**config.mk**
```make
export PLATFORM = sky130hd
export DESIGN_NAME = token_double_sched_flat
export DESIGN_NICKNAME = d
export VERILOG_FILES = /design/src/rtl/token_sched_pkg.sv /design/src/rtl/token_double_sched_if.sv /design/src/rtl/rr_arbiter.sv /design/src/rtl/token_double_sched.sv /design/src/flat_wrapper.sv
export SDC_FILE = /design/constraint.sdc
export NUM_CORES = 1
export LEC_CHECK = 0
export BUFFER_PORTS_ARGS = -buffer_cell sky130_fd_sc_hd__buf_2
export CAP_MARGIN = 20
export CORE_MARGIN = 2
export CORE_UTILIZATION = 60
export DETAILED_ROUTE_END_ITERATION = 8
export PLACE_DENSITY = 0.83
export SLEW_MARGIN = 20
export SYNTH_ARGS = -nofsm -noshare
export SYNTH_HDL_FRONTEND = slang
export SYNTH_HIERARCHICAL = 1
export SYNTH_SLANG_ARGS = --single-unit
```
**constraint.sdc**
```tcl
create_clock -name clk -period 3.18 [get_ports clk]
set_input_delay 0.636 -clock clk [delete_from_list [all_inputs] [get_ports clk]]
set_output_delay 0.636 -clock clk [all_outputs]
set_load 0.02 [all_outputs]
```
**src/rtl/token_sched_pkg.sv**
```systemverilog
// Shared types and default sizing for the token doubling scheduler.
package token_sched_pkg;

    localparam int N_REQ_DEF   = 4;
    localparam int MAX_RUN_DEF = 200;

    typedef enum logic [1:0] {
        IDLE  = 2'd0,
        GRANT = 2'd1,
        DRAIN = 2'd2
    } state_t;

endpackage

```
**src/rtl/token_double_sched_if.sv**
```systemverilog
// Requester-side bundle of the token doubler: requests/tokens in, grant and status out.
interface token_double_sched_if #(
    parameter int N_REQ = token_sched_pkg::N_REQ_DEF
);
    logic [N_REQ-1:0] req;
    logic [N_REQ-1:0] a;
    logic [N_REQ-1:0] grant;
    logic [N_REQ-1:0] overflow;
    logic             b;
    logic             busy;
    logic             done;

    modport master (output req, a, input grant, overflow, b, busy, done);
    modport slave  (input req, a, output grant, overflow, b, busy, done);
endinterface

```
**src/rtl/rr_arbiter.sv**
```systemverilog
// Round-robin winner pick: first eligible index at or after i_ptr, wrapping at N_REQ-1.
module rr_arbiter #(
    parameter int N_REQ = 4
) (
    input  logic [N_REQ-1:0]         i_elig,
    input  logic [$clog2(N_REQ)-1:0] i_ptr,
    output logic [N_REQ-1:0]         o_win,
    output logic                     o_valid
);
    localparam int PW = $clog2(N_REQ);

    logic [PW:0] w_idx;

    always_comb begin
        o_win   = '0;
        o_valid = 1'b0;
        w_idx   = '0;
        for (int k = 0; k < N_REQ; k++) begin
            w_idx = {1'b0, i_ptr} + (PW+1)'(k);
            if (w_idx >= (PW+1)'(N_REQ)) begin
                w_idx = w_idx - (PW+1)'(N_REQ);
            end
            if (!o_valid && i_elig[w_idx[PW-1:0]]) begin
                o_win[w_idx[PW-1:0]] = 1'b1;
                o_valid              = 1'b1;
            end
        end
    end
endmodule

```
**src/rtl/token_double_sched.sv**
```systemverilog
// Shares one serial token doubler among N_REQ requesters with round-robin sessions.
// state | meaning
// IDLE  | no session; picks next eligible requester (b=0)
// GRANT | granted stream running; b = token | pending tokens
// DRAIN | requester gone; emit pending tokens as ones, then end
module token_double_sched
    import token_sched_pkg::*;
#(
    parameter int N_REQ   = N_REQ_DEF,
    parameter int MAX_RUN = MAX_RUN_DEF
) (
    input  logic                 clk,
    input  logic                 rst,
    token_double_sched_if.slave  bus
);
    localparam int PW = $clog2(N_REQ);
    localparam int CW = $clog2(MAX_RUN + 1);

    state_t           r_state, w_state_nxt;
    logic [CW-1:0]    r_cnt, w_cnt_nxt;
    logic [N_REQ-1:0] r_grant, w_grant_nxt;
    logic [N_REQ-1:0] r_ovf, w_ovf_nxt;
    logic [PW-1:0]    r_ptr, w_ptr_nxt;
    logic             r_busy, r_done, w_done_nxt;
    logic             r_arm;
    logic             w_b;

    logic [N_REQ-1:0] w_elig, w_win;
    logic             w_valid;
    logic [PW-1:0]    w_win_idx;
    logic             w_a_sel, w_req_g, w_cnt_nz;

    assign w_elig   = bus.req & ~r_ovf;
    assign w_a_sel  = |(r_grant & bus.a & bus.req);
    assign w_req_g  = |(r_grant & bus.req);
    assign w_cnt_nz = (r_cnt != '0);

    rr_arbiter #(.N_REQ(N_REQ)) u_arb (
        .i_elig  (w_elig),
        .i_ptr   (r_ptr),
        .o_win   (w_win),
        .o_valid (w_valid)
    );

    always_comb begin
        w_win_idx = '0;
        for (int i = 0; i < N_REQ; i++) begin
            if (w_win[i]) w_win_idx = PW'(i);
        end
    end

    always_comb begin
        w_state_nxt = r_state;
        w_cnt_nxt   = r_cnt;
        w_grant_nxt = r_grant;
        w_ovf_nxt   = r_ovf;
        w_ptr_nxt   = r_ptr;
        w_done_nxt  = 1'b0;
        w_b         = 1'b0;
        case (r_state)
            IDLE: begin
                // r_arm holds off the first grant until the second edge after reset
                if (r_arm && w_valid) begin
                    w_state_nxt = GRANT;
                    w_grant_nxt = w_win;
                    w_cnt_nxt   = '0;
                    w_ptr_nxt   = (w_win_idx == PW'(N_REQ - 1)) ? '0 : w_win_idx + 1'b1;
                end
            end
            GRANT: begin
                w_b = w_a_sel | w_cnt_nz;
                if (w_a_sel && (r_cnt == CW'(MAX_RUN))) begin
                    w_ovf_nxt   = r_ovf | r_grant;
                    w_cnt_nxt   = '0;
                    w_grant_nxt = '0;
                    w_state_nxt = IDLE;
                end else if (!w_req_g) begin
                    // cnt is held on the way into DRAIN so DRAIN emits exactly cnt ones
                    if (!w_cnt_nz) begin
                        w_grant_nxt = '0;
                        w_done_nxt  = 1'b1;
                        w_state_nxt = IDLE;
                    end else begin
                        w_state_nxt = DRAIN;
                    end
                end else if (w_a_sel) begin
                    w_cnt_nxt = r_cnt + 1'b1;
                end else if (w_cnt_nz) begin
                    w_cnt_nxt = r_cnt - 1'b1;
                end
            end
            DRAIN: begin
                w_b       = 1'b1;
                w_cnt_nxt = r_cnt - 1'b1;
                if (r_cnt == CW'(1)) begin
                    w_grant_nxt = '0;
                    w_done_nxt  = 1'b1;
                    w_state_nxt = IDLE;
                end
            end
            default: begin
                w_state_nxt = IDLE;
                w_grant_nxt = '0;
                w_cnt_nxt   = '0;
            end
        endcase
    end

    always_ff @(posedge clk or negedge rst) begin
        if (!rst) begin
            r_state <= IDLE;
            r_cnt   <= '0;
            r_grant <= '0;
            r_ovf   <= '0;
            r_ptr   <= '0;
            r_busy  <= 1'b0;
            r_done  <= 1'b0;
            r_arm   <= 1'b0;
        end else begin
            r_state <= w_state_nxt;
            r_cnt   <= w_cnt_nxt;
            r_grant <= w_grant_nxt;
            r_ovf   <= w_ovf_nxt;
            r_ptr   <= w_ptr_nxt;
            r_busy  <= (w_state_nxt != IDLE);
            r_done  <= w_done_nxt;
            r_arm   <= 1'b1;
        end
    end

    assign bus.grant    = r_grant;
    assign bus.overflow = r_ovf;
    assign bus.busy     = r_busy;
    assign bus.done     = r_done;
    assign bus.b        = w_b;
endmodule

```
**src/flat_wrapper.sv**
```systemverilog
// flat-port wrapper written by rule: the top's interface ports become plain ports
module token_double_sched_flat import token_sched_pkg::*;
#(
    parameter int N_REQ   = N_REQ_DEF,
    parameter int MAX_RUN = MAX_RUN_DEF
)
  (clk, rst, bus_req, bus_a, bus_grant, bus_overflow, bus_b, bus_busy, bus_done);
  token_double_sched_if #(.N_REQ(N_REQ)) bus_i ();
  input  logic clk;
  input  logic rst;
  input wire logic [$bits(bus_i.req)-1:0] bus_req;
  input wire logic [$bits(bus_i.a)-1:0] bus_a;
  output wire logic [$bits(bus_i.grant)-1:0] bus_grant;
  output wire logic [$bits(bus_i.overflow)-1:0] bus_overflow;
  output wire logic [$bits(bus_i.b)-1:0] bus_b;
  output wire logic [$bits(bus_i.busy)-1:0] bus_busy;
  output wire logic [$bits(bus_i.done)-1:0] bus_done;
  assign bus_i.req = bus_req;
  assign bus_i.a = bus_a;
  assign bus_grant = bus_i.grant;
  assign bus_overflow = bus_i.overflow;
  assign bus_b = bus_i.b;
  assign bus_busy = bus_i.busy;
  assign bus_done = bus_i.done;
  token_double_sched #(.N_REQ(N_REQ), .MAX_RUN(MAX_RUN)) u_core (.clk(clk), .rst(rst), .bus(bus_i));
endmodule
```
==> flow_metrics.py <==
metrics = {
    "timing": {
        "worstMarginPinSlew_ps": 558,
        "rsz0062_at_grt": "false",
        "setup_ws_ps": 526,
        "relSlewSlack_pct": 62.7,
        "setup_total_neg_slack_ps": 0,
        "fmax_mhz": 377,
        "final_number_of_setup_violating_endpoints": 0,
        "timing.final.max_slew_violations": 0,
        "report.final.hold_viol_count": 0,
        "clock_skew_after_layout_ps": 6.15,
        "final_critical_delay_including_setup_and_external_delays_ps": 2650,
        "period_share_pct": 83.4,
    },
    "floorplan": {
        "die-width_um": 64.8,
        "dieArea_um2": 4190,
        "floorplan.initialDensity_pct": 61.4,
        "std_cell_rows": 22,
        "i_o_pins": 21,
        "chipHeight_um": 64.8,
        "core_um2": 3610,
    },
    "power": {
        "power.density_nw_per_um2": 1060,
        "vdd_drop_max_uv": 583,
        "total_leakage_power_nw": 1.02,
    },
    "synthesis": {
        "postSynthAreaPerCell_um2": 8.97,
        "dominantRegCellSynth": "sky130_fd_sc_hd__dfrtp_1",
        "synth-seq-cells": 23,
        "netlist_area_um2": 2210,
        "unique_masters_post_synth": 63,
        "syn_nets": 271,
        "warning_count_from_the_yosys_run": 6,
        "ys_async_sr_fraction_pct": 100,
        "syn-instance-count": 247,
        "synth_enable_flop_cells": 0,
        "yosysSeqAreaShare_pct": 26.0,
    },
    "routing": {
        "drtIter0Drc": 160,
        "drc": 0,
        "postRouteAntennaNets": 0,
        "route.final.wire_length_um": 5190,
        "routed_wire_length_per_instance_um": 16.8,
        "drt_pre_antenna_iters": 4,
        "avgViaCountPerCell": 6.24,
        "via_count": 1927,
    },
    "finish": {
        "num-fill-cells": 324,
        "final_nets": 286,
        "most_common_cell_after_layout_fill_and_taps_aside": "sky130_fd_sc_hd__dfrtp_1",
        "layout-drive-gt1-share_pct": 20.3,
        "area_growth_pct": 6.44,
        "finish.utilization_pct": 65.4,
        "top_library_cells_by_usage_in_the_layout_fill_and_taps_aside": "23 x sky130_fd_sc_hd__dfrtp_1, 22 x sky130_fd_sc_hd__nand2_1, 20 x sky130_fd_sc_hd__buf_2, 16 x sky130_fd_sc_hd__nand3_1, 15 x sky130_fd_sc_hd__inv_1",
        "antenna_cells_inserted": 0,
    },
    "global_routing": {
        "grt_pass1_vias": 1816,
        "pin_count_of_the_biggest_net_entering_global_routing": 24,
        "total_global_routing_track_utilization_pct": 26.4,
        "antenna_found_initial": 0,
        "grt_first_pass_wirelength_um": 8660,
        "grt-ovfl-total": 0,
    },
    "flow_run": {
        "drv_cap": 0,
    },
    "clocking": {
        "ctsRootBufferMaster": "sky130_fd_sc_hd__clkbuf_8",
        "cts-buffers-inserted": 3,
        "cts_sinks": 23,
        "tritoncts": "yes",
        "cts_hold_buf": 0,
        "cts.htree.levels": 1,
        "cts_setup_buffers": 0,
        "cts_max_path_buffers": 2,
        "clock_insertion_delay_worst_skew_ps": 270,
        "cts_repair_resize_count": 0,
        "clkTransAtPathRegs_ps": 90,
    },
    "place": {
        "globalplace.congestion": 0.983,
        "place_worst_setup_slack_ps": 542,
        "half_perimeter_wire_length_after_placement_um": 3850,
        "place.port_buffers": 20,
    },
    "worst_setup_path": {
        "worst-endpoint-required_ps": 2540,
        "worstPathMaxFanout": 10,
        "path_class": "register to output pin",
        "cp-end-kind": "output pin",
        "critPathLaunchType": "register",
        "cp.arrival_ps": 2020,
    },
    "outcome": {
        "status": "completed",
    },
    "worst_hold_path": {
        "min_path_type": "primary input to asynchronous set/reset pin",
    },
}
registers in the layout, summed over array words and instances, names as in the netlist:
signal	cells
u_core/bus.busy	1
u_core/bus.done	1
u_core/bus.grant	4
u_core/bus.overflow	4
u_core/r_arm	1
u_core/r_cnt	8
u_core/r_ptr	2
u_core/r_state	2
metrics by stage:
stage	hold slack [ps]	area (µm²)	total power, mW	std cells
2_1_floorplan	340	2210	1.95	247
3_3_place_gp	484	2310	2.25	305
3_5_place_dp	489	2310	2.28	305
4_1_cts	340	2360	2.48	309
5_1_grt	364	2360	2.71	309
6_report	336	2360	2.50	309
routing by layer:
layer | routed length, µm | share of wire [%] | vias to the layer above | GRT usage (%)
li1 | - | - | 953 | -
met1 | 2350 | 45 | 913 | 34.4
met2 | 2580 | 50 | 59 | 46.0
met3 | 235 | 4.5 | 2 | 3.13
met4 | 27 | 0.52 | 0 | 7.71
met5 | 0 | 0 | - | 0
area by class of cell:
class | instances | area, µm² | area share [%]
well taps | 48 | 60.1 | 2.55
clock inverters | 1 | 7.51 | 0.318
flip-flops and latches | 23 | 576 | 24.4
repair buffers | 23 | 123 | 5.20
inverters | 16 | 61.3 | 2.60
clock buffers | 3 | 41.3 | 1.75
multi-input cells | 195 | 1490 | 63.2
worst paths after layout:
path / start / endpoint / slack [ps] / depth (start not counted)
setup / recovery: u_core/r_cnt[0] / bus_b / 530 / 6
hold reg to reg: u_core/bus.overflow[1] / u_core/bus.overflow[1] / 500 / 1
hold / removal: rst / u_core/r_cnt[3] / 340 / 1
min in group clk: u_core/bus.overflow[1] / u_core/bus.overflow[1] / 500 / 1
max in group asynchronous: rst / u_core/r_arm / 2460 / 1
setup reg to reg: u_core/bus.overflow[0] / u_core/r_cnt[4] / 860 / 8
cells by family after synthesis:
kind of cell | synth area share [%]
adder cells (fa/ha/maj) | 7.91
AO/OA/AOI/OAI | 24.6
flip-flops | 26.0
XOR/XNOR | 0.791
AND/OR/NAND/NOR | 25.8
buffers and inverters | 6.78
other | 0.169
multiplexers | 7.97
critical path: stages (launching register included):
cell	delay [ps]
sky130_fd_sc_hd__dfrtp_1	500
sky130_fd_sc_hd__inv_1	140
sky130_fd_sc_hd__ha_1	190
sky130_fd_sc_hd__nor4b_2	400
sky130_fd_sc_hd__a31oi_1	180
sky130_fd_sc_hd__o21a_1	190
sky130_fd_sc_hd__buf_2	150
report_power, final:
group,internal [mW],switching (mW)
sequential,0.390,0.170
combinational,0.725,1.02
clock,0.0888,0.103
Yosys cell counts (all sizes together) (4+ instances only):
library cell | n | share of area [%]
dfrtp | 23 | 26
nand2 | 22 | 3.7
nand3 | 16 | 3.6
inv | 15 | 2.5
ha | 14 | 7.9
mux2i | 12 | 5.4
o21ai | 11 | 3.0
buf | 10 | 3.5
nor2 | 10 | 1.7
nor2b | 9 | 2.5
o22ai | 8 | 2.3
a21o | 7 | 2.4
nand2b | 7 | 2.0
nor3 | 6 | 2.3
a21oi | 5 | 1.3
a221oi | 5 | 2.5
nor4 | 5 | 1.7
and3 | 4 | 1.1
o2bb2ai | 4 | 1.6
Note: power is estimated with default switching activity, not from simulation.
